===== src/rtl/neo_pkg.sv =====
`default_nettype none
// ============================================================================
// Module   : neo_pkg
// Purpose  : Shared types and default timing for the NeoPixel strand decoder.
// Revision : 1.0 - initial release
// ============================================================================
package neo_pkg;

    typedef enum logic [1:0] {
        SYNC = 2'd0,
        IDLE = 2'd1,
        HIGH = 2'd2,
        LOW  = 2'd3
    } state_t;

    typedef enum logic [1:0] {
        GREEN = 2'd0,
        RED   = 2'd1,
        BLUE  = 2'd2
    } color_t;

    localparam int c_NUM_PIXELS = 5;
    localparam int c_T_MIN_HIGH = 8;
    localparam int c_T_THRESH   = 27;
    localparam int c_T_MAX_HIGH = 50;
    localparam int c_T_LATCH    = 2500;

    typedef struct packed {
        logic [7:0] g;
        logic [7:0] r;
        logic [7:0] b;
    } grb_t;

endpackage
`default_nettype wire


===== src/rtl/neo_bit_decoder.sv =====
`default_nettype none
// ============================================================================
// Module   : neo_bit_decoder
// Purpose  : Samples the strand line, times high/low phases, emits bits/latch.
// Revision : 1.0 - initial release
// ============================================================================
module neo_bit_decoder
    import neo_pkg::*;
#(
    parameter int T_MIN_HIGH = c_T_MIN_HIGH,
    parameter int T_THRESH   = c_T_THRESH,
    parameter int T_MAX_HIGH = c_T_MAX_HIGH,
    parameter int T_LATCH    = c_T_LATCH
) (
    input  logic clock,
    input  logic reset,
    input  logic neo_data,
    output logic bit_valid,
    output logic bit_value,
    output logic pulse_err,
    output logic latch
);

    localparam int c_HW = $clog2(T_MAX_HIGH + 2);
    localparam int c_LW = $clog2(T_LATCH + 1);
    localparam logic [c_HW-1:0] c_MIN    = c_HW'(T_MIN_HIGH);
    localparam logic [c_HW-1:0] c_THRESH = c_HW'(T_THRESH);
    localparam logic [c_HW-1:0] c_MAX    = c_HW'(T_MAX_HIGH);
    localparam logic [c_HW-1:0] c_SAT    = c_HW'(T_MAX_HIGH + 1);
    localparam logic [c_LW-1:0] c_LATCH  = c_LW'(T_LATCH);

    state_t          r_state, w_state_nxt;
    logic            r_data, r_data_d;
    logic [c_HW-1:0] r_high_cnt, w_high_nxt;
    logic [c_LW-1:0] r_low_cnt, w_low_nxt;
    logic            r_bit_valid, r_bit_value, r_pulse_err;
    logic            w_bit_valid, w_bit_value, w_pulse_err, w_latch;
    logic            w_rise, w_fall, w_in_range;

    assign w_rise     = r_data & ~r_data_d;
    assign w_fall     = ~r_data & r_data_d;
    assign w_in_range = (r_high_cnt >= c_MIN) && (r_high_cnt <= c_MAX);

    always_ff @(posedge clock) begin
        if (reset) begin
            r_state     <= SYNC;
            r_data      <= 1'b0;
            r_data_d    <= 1'b0;
            r_high_cnt  <= '0;
            r_low_cnt   <= '0;
            r_bit_valid <= 1'b0;
            r_bit_value <= 1'b0;
            r_pulse_err <= 1'b0;
        end else begin
            r_state     <= w_state_nxt;
            r_data      <= neo_data;
            r_data_d    <= r_data;
            r_high_cnt  <= w_high_nxt;
            r_low_cnt   <= w_low_nxt;
            r_bit_valid <= w_bit_valid;
            r_bit_value <= w_bit_value;
            r_pulse_err <= w_pulse_err;
        end
    end

    always_comb begin
        w_state_nxt = r_state;
        w_high_nxt  = r_high_cnt;
        w_low_nxt   = r_low_cnt;
        w_bit_valid = 1'b0;
        w_bit_value = 1'b0;
        w_pulse_err = 1'b0;
        w_latch     = 1'b0;
        case (r_state)
            SYNC: begin
                if (r_data) begin
                    w_low_nxt = '0;
                end else if (r_low_cnt == c_LATCH) begin
                    w_state_nxt = IDLE;
                    w_low_nxt   = '0;
                end else begin
                    w_low_nxt = r_low_cnt + 1'b1;
                end
            end
            IDLE: begin
                if (w_rise) begin
                    w_state_nxt = HIGH;
                    w_high_nxt  = c_HW'(1);
                end
            end
            HIGH: begin
                if (w_fall) begin
                    w_bit_valid = w_in_range;
                    w_bit_value = w_in_range && (r_high_cnt >= c_THRESH);
                    w_pulse_err = !w_in_range;
                    w_state_nxt = LOW;
                    w_low_nxt   = c_LW'(1);
                end else if (r_high_cnt != c_SAT) begin
                    w_high_nxt = r_high_cnt + 1'b1;
                end
            end
            LOW: begin
                // A rise coinciding with the latch count both ends this frame and starts the next.
                if (r_low_cnt == c_LATCH) begin
                    w_latch     = 1'b1;
                    w_low_nxt   = '0;
                    w_state_nxt = w_rise ? HIGH : IDLE;
                    w_high_nxt  = c_HW'(1);
                end else if (w_rise) begin
                    w_state_nxt = HIGH;
                    w_high_nxt  = c_HW'(1);
                end else begin
                    w_low_nxt = r_low_cnt + 1'b1;
                end
            end
            default: w_state_nxt = SYNC;
        endcase
    end

    assign bit_valid = r_bit_valid;
    assign bit_value = r_bit_value;
    assign pulse_err = r_pulse_err;
    assign latch     = w_latch;

endmodule
`default_nettype wire


===== src/rtl/neo_pixel_decoder.sv =====
`default_nettype none
// ============================================================================
// Module   : neo_pixel_decoder
// Purpose  : Assembles decoded strand bits into GRB pixels and a readable frame.
// Revision : 1.0 - initial release
// ============================================================================
module neo_pixel_decoder
    import neo_pkg::*;
#(
    parameter int NUM_PIXELS = c_NUM_PIXELS,
    parameter int T_MIN_HIGH = c_T_MIN_HIGH,
    parameter int T_THRESH   = c_T_THRESH,
    parameter int T_MAX_HIGH = c_T_MAX_HIGH,
    parameter int T_LATCH    = c_T_LATCH
) (
    input  logic        clock,
    input  logic        reset,
    input  logic        neo_data,
    input  logic [2:0]  pixel_index,
    input  logic [1:0]  color_index,
    output logic [7:0]  color_level,
    output logic        pixel_valid,
    output logic [2:0]  pixel_num,
    output logic [23:0] pixel_grb,
    output logic        frame_done,
    output logic        frame_ok,
    output logic        pulse_err,
    output logic        overflow_err
);

    localparam logic [3:0] c_NPIX     = 4'(NUM_PIXELS);
    localparam logic [4:0] c_LAST_BIT = 5'd23;

    logic        w_bit_valid, w_bit_value, w_pulse_err, w_latch;
    logic [23:0] r_shift;
    logic [4:0]  r_bit_cnt;
    logic [3:0]  r_pix_cnt;
    logic        r_err, r_any;
    logic        r_pixel_valid, r_frame_done, r_frame_ok;
    logic [2:0]  r_pixel_num;
    logic [23:0] r_pixel_grb;
    grb_t        r_mem [NUM_PIXELS];
    logic        w_full, w_overflow, w_store, w_word_done;
    logic [23:0] w_word;
    grb_t        w_sel;
    logic [7:0]  w_level;

    neo_bit_decoder #(
        .T_MIN_HIGH (T_MIN_HIGH),
        .T_THRESH   (T_THRESH),
        .T_MAX_HIGH (T_MAX_HIGH),
        .T_LATCH    (T_LATCH)
    ) u_bit_decoder (
        .clock      (clock),
        .reset      (reset),
        .neo_data   (neo_data),
        .bit_valid  (w_bit_valid),
        .bit_value  (w_bit_value),
        .pulse_err  (w_pulse_err),
        .latch      (w_latch)
    );

    assign w_full      = (r_pix_cnt == c_NPIX);
    assign w_overflow  = w_bit_valid && w_full;
    assign w_store     = w_bit_valid && !w_full;
    assign w_word      = {r_shift[22:0], w_bit_value};
    assign w_word_done = w_store && (r_bit_cnt == c_LAST_BIT);

    always_ff @(posedge clock) begin
        if (reset) begin
            r_shift       <= '0;
            r_bit_cnt     <= '0;
            r_pix_cnt     <= '0;
            r_err         <= 1'b0;
            r_any         <= 1'b0;
            r_pixel_valid <= 1'b0;
            r_pixel_num   <= '0;
            r_pixel_grb   <= '0;
            r_frame_done  <= 1'b0;
            r_frame_ok    <= 1'b0;
        end else begin
            r_pixel_valid <= 1'b0;
            r_frame_done  <= 1'b0;
            r_frame_ok    <= 1'b0;
            if (w_store) begin
                r_any <= 1'b1;
                if (w_word_done) begin
                    r_pixel_valid <= 1'b1;
                    r_pixel_num   <= r_pix_cnt[2:0];
                    r_pixel_grb   <= w_word;
                    r_pix_cnt     <= r_pix_cnt + 4'd1;
                    r_bit_cnt     <= '0;
                    r_shift       <= '0;
                end else begin
                    r_shift   <= w_word;
                    r_bit_cnt <= r_bit_cnt + 5'd1;
                end
            end
            if (w_overflow) begin
                r_any <= 1'b1;
                r_err <= 1'b1;
            end
            if (w_pulse_err) begin
                r_err <= 1'b1;
            end
            // Latch never coincides with a bit or pulse error, so clearing here is safe.
            if (w_latch) begin
                r_frame_done <= r_any;
                r_frame_ok   <= r_any && w_full && (r_bit_cnt == 5'd0) && !r_err;
                r_shift      <= '0;
                r_bit_cnt    <= '0;
                r_pix_cnt    <= '0;
                r_err        <= 1'b0;
                r_any        <= 1'b0;
            end
        end
    end

    always_ff @(posedge clock) begin
        if (reset) begin
            for (int i = 0; i < NUM_PIXELS; i++) begin
                r_mem[i] <= '0;
            end
        end else if (w_word_done) begin
            r_mem[r_pix_cnt[2:0]] <= grb_t'(w_word);
        end
    end

    always_comb begin
        w_sel = '0;
        for (int i = 0; i < NUM_PIXELS; i++) begin
            if (pixel_index == 3'(i)) begin
                w_sel = r_mem[i];
            end
        end
        w_level = 8'd0;
        case (color_t'(color_index))
            GREEN:   w_level = w_sel.g;
            RED:     w_level = w_sel.r;
            BLUE:    w_level = w_sel.b;
            default: w_level = 8'd0;
        endcase
    end

    assign color_level  = w_level;
    assign pixel_valid  = r_pixel_valid;
    assign pixel_num    = r_pixel_num;
    assign pixel_grb    = r_pixel_grb;
    assign frame_done   = r_frame_done;
    assign frame_ok     = r_frame_ok;
    assign pulse_err    = w_pulse_err;
    assign overflow_err = w_overflow;

endmodule
`default_nettype wire


===== config.mk =====
export PLATFORM = sky130hd
export DESIGN_NAME = neo_pixel_decoder
export DESIGN_NICKNAME = d
export VERILOG_FILES = /design/src/rtl/neo_pkg.sv /design/src/rtl/neo_bit_decoder.sv /design/src/rtl/neo_pixel_decoder.sv
export SDC_FILE = /design/constraint.sdc
export NUM_CORES = 1
export LEC_CHECK = 0
export CAP_MARGIN = 5
export CORE_UTILIZATION = 38
export DETAILED_ROUTE_END_ITERATION = 16
export SETUP_SLACK_MARGIN = 0.15
export SYNTH_ARGS = -nofsm -noshare
export SYNTH_HDL_FRONTEND = slang
export SYNTH_SLANG_ARGS = --single-unit

===== constraint.sdc =====
create_clock -name clock -period 3.01 [get_ports clock]
set_input_delay 0.7525 -clock clock [delete_from_list [all_inputs] [get_ports clock]]
set_output_delay 0.7525 -clock clock [all_outputs]
set_load 0.01 [all_outputs]

==> metrics.txt <==
CP cell instances=buf_12 > buf_12 > buf_4 > mux4_2 > nand2b_1 > nand3_2 > o22ai_2 > buf_2; Post-CTS Hold Fix Bufs=0; Crit Path Max Fanout=8; post-synthesis sequential area ratio=58.5%; TritonCTS clock tree=built; Antenna Cells=0; # IOs=48; Synth Flop Type=edfxtp_1; Die W=158 um; Max Slew Vio Count=0; setup slack, reg-to-reg=600 ps; most common cell in the netlist=and2_1; Syn Nets=838; overflow left after global routing=0; CP max stage delay=490 ps; fraction of layout cells with a size suffix above 1=16.2%; Final min period=2870 ps; final period utilization=95.2%; routed vias=6224; total power=6.35 mW; Avg Cell Area, Syn=11.2 um2; PortBufs=47; Tot GR Track Use=17.8%; critical path class=in -> out; Setup crit start kind=input pin; Setup-failing EPs final=0; Slew Limit Headroom=58.1%; Layout Nets=903; initial DRC count=545; Hold Fails Final Rpt=0; most common library cells after synthesis=121 x and2_1, 120 x edfxtp_1, 95 x nand2_1, 89 x dfxtp_1, 69 x a21oi_1; DIE AREA=24900 um2; Core ar.=23600 um2; Post-Syn Instances=822; total wire length=21.7 mm; EDFF count, synth=120; P_leak=3.87 nW; vias in the first global route=6065; dpl ws=-668 ps; WHS Path Cells=2; Starting Density=39.0%; hold_sp=pixel_grb[2]; RSZ-0062 raised after global routing=true; CP arrival=2110 ps; Layout fillers=2140; Area Overhead vs Synth=21.7%; Finished Core Util=47.5%; most used cell along the critical path=buf_12; HPWL after DPL=13.3 mm; Hold WS=456 ps; PD cells=566 nW/um2; MaxCap Viol Count=0; initial antenna violation count=0; clock latency at the later pin of the worst-skew pair=500 ps; CP Data Required Time=2260 ps; Yosys top cell area share=39.1%; Worst-path clk slew=60 ps; clk root buf=clkbuf_16; post-synthesis cell type count=55; Peak VDD IR=0.434 mV; die span in y=158 um; ANT nets after route=0; Yosys Warn Count=0; slack of the critical path=144 ps; Placement Cell Area=10200 um2; CTS max path bufs=3; status=completed; fmax=0.349 GHz; capture point of the worst reg-to-reg path=r_mem[2][13]; first-pass GRT wire length=34.0 mm; Clock Skew=10.3 ps; Setup crit end kind=output port; Slowest-stage cell, CP=mux4_2; TritonRoute pass-1 iters=4; Post-Syn Area=9210 um2; Worst R2R Start=r_pix_cnt[0]; #FFs+latches synth=209; Via density=5.09; worst-margin pin slew=621 ps; GP Congestion=0.776; Hold EP=pixel_grb[2]; largest net degree at the start of global routing=44; Post-synth ARST share=0%; Final Cell Area=11200 um2; hold crit path type=reg -> reg; cell taking the most area after synthesis=edfxtp_1; clk sinks=209; TritonCTS Buffers=23; residual DRC count=0; Reg2Reg Depth=7; Wirelength per Cell=17.8 um; Cell Rows=56; Area contributors post-synth=edfxtp_1 39%, dfxtp_1 19%, and2_1 8.2%; htree depth=1
## logic make-up (layout without fill, tap and decap cells)
logic type	count (synthesis)	in the layout	synth area share (%)
muxes	27	27	6.06
xor gates and xnor gates	15	15	1.43
AOI/OAI and AO/OA	122	122	7.70
DFF	209	209	58.5
and+or+nand+nor	378	378	22.3
buffers and inverters	63	144	2.97
adders and majority gates	8	8	1.09
## cell type report
cell class	count	area, um2	share of cell area [%]
Inverter	12	45.0	0.402
Tap cell	319	399	3.56
Clock inverter	9	144	1.28
Sequential cell	209	5390	48.1
Clock buffer	32	629	5.61
Timing Repair Buffer	91	961	8.57
Multi-Input combinational cell	550	3640	32.5
## worst max-delay path by stage
stage	start	endpoint	slack, ps	cells past startpoint
after global routing	pixel_index[1]	color_level[6]	70	10
after global placement	pixel_index[1]	color_level[7]	-650	7
after detailed placement	pixel_index[1]	color_level[5]	-670	8
final	pixel_index[0]	color_level[6]	140	8
after CTS	pixel_index[0]	color_level[6]	100	8
after floorplan	pixel_index[0]	color_level[0]	160	6
## sequential cells by signal (all words and copies together), names as in the netlist, 2 cells and up
| register | cells |
|---|---|
| pixel_num | 3 |
| r_bit_cnt | 5 |
| u_bit_decoder.r_state | 2 |
| r_pix_cnt | 4 |
| r_mem | 120 |
| r_shift | 23 |
| u_bit_decoder.r_high_cnt | 6 |
| pixel_grb | 24 |
| u_bit_decoder.r_low_cnt | 12 |
## metal layers
metal	global-route usage, %	part of all wire (%)
met5	0	0
met4	4.11	2.1
met3	2.38	4.3
met2	29.3	47
met1	24.7	46
## cells in the final DEF (no fill, tap or decap), drive strengths merged, types with 23 or more instances in the layout
master	Yosys	layout
dfxtp	89	89
clkdlybuf4s50	0	32
mux4	23	23
nand3	38	38
nand2	95	95
edfxtp	120	120
and2	121	121
a21oi	69	69
buf	16	52
clkbuf	35	35
nor2	40	40
nand2b	23	23
## repair_timing
item	CTS	global route
setup buffers	3	4
endpoints found under the setup margin	9	9
gates cloned	2	2
endpoints found under the hold margin	0	0
resized for setup	67	19
pin swaps	6	12
## power by group
part | internal (mW) | switching (mW)
sequential | 3.09 | 0.0289
clock | 1.80 | 1.10
combinational | 0.161 | 0.177
total | 5.05 | 1.30
## stage by stage
stage | std cells | setup TNS [ps]
after floorplan | 822 | 0
after global placement | 1170 | -4860
after detailed placement | 1170 | -4950
after CTS | 1216 | 0
after global routing | 1222 | 0
final | 1222 | 0
## critical path: cells and delay by family
family / cells / cell delay (ps)
AOI/OAI and AO/OA: 1 / 80
buffers and inverters: 4 / 500
muxes: 1 / 490
and+or+nand+nor: 2 / 270
Note: power is estimated with default switching activity, not from simulation.
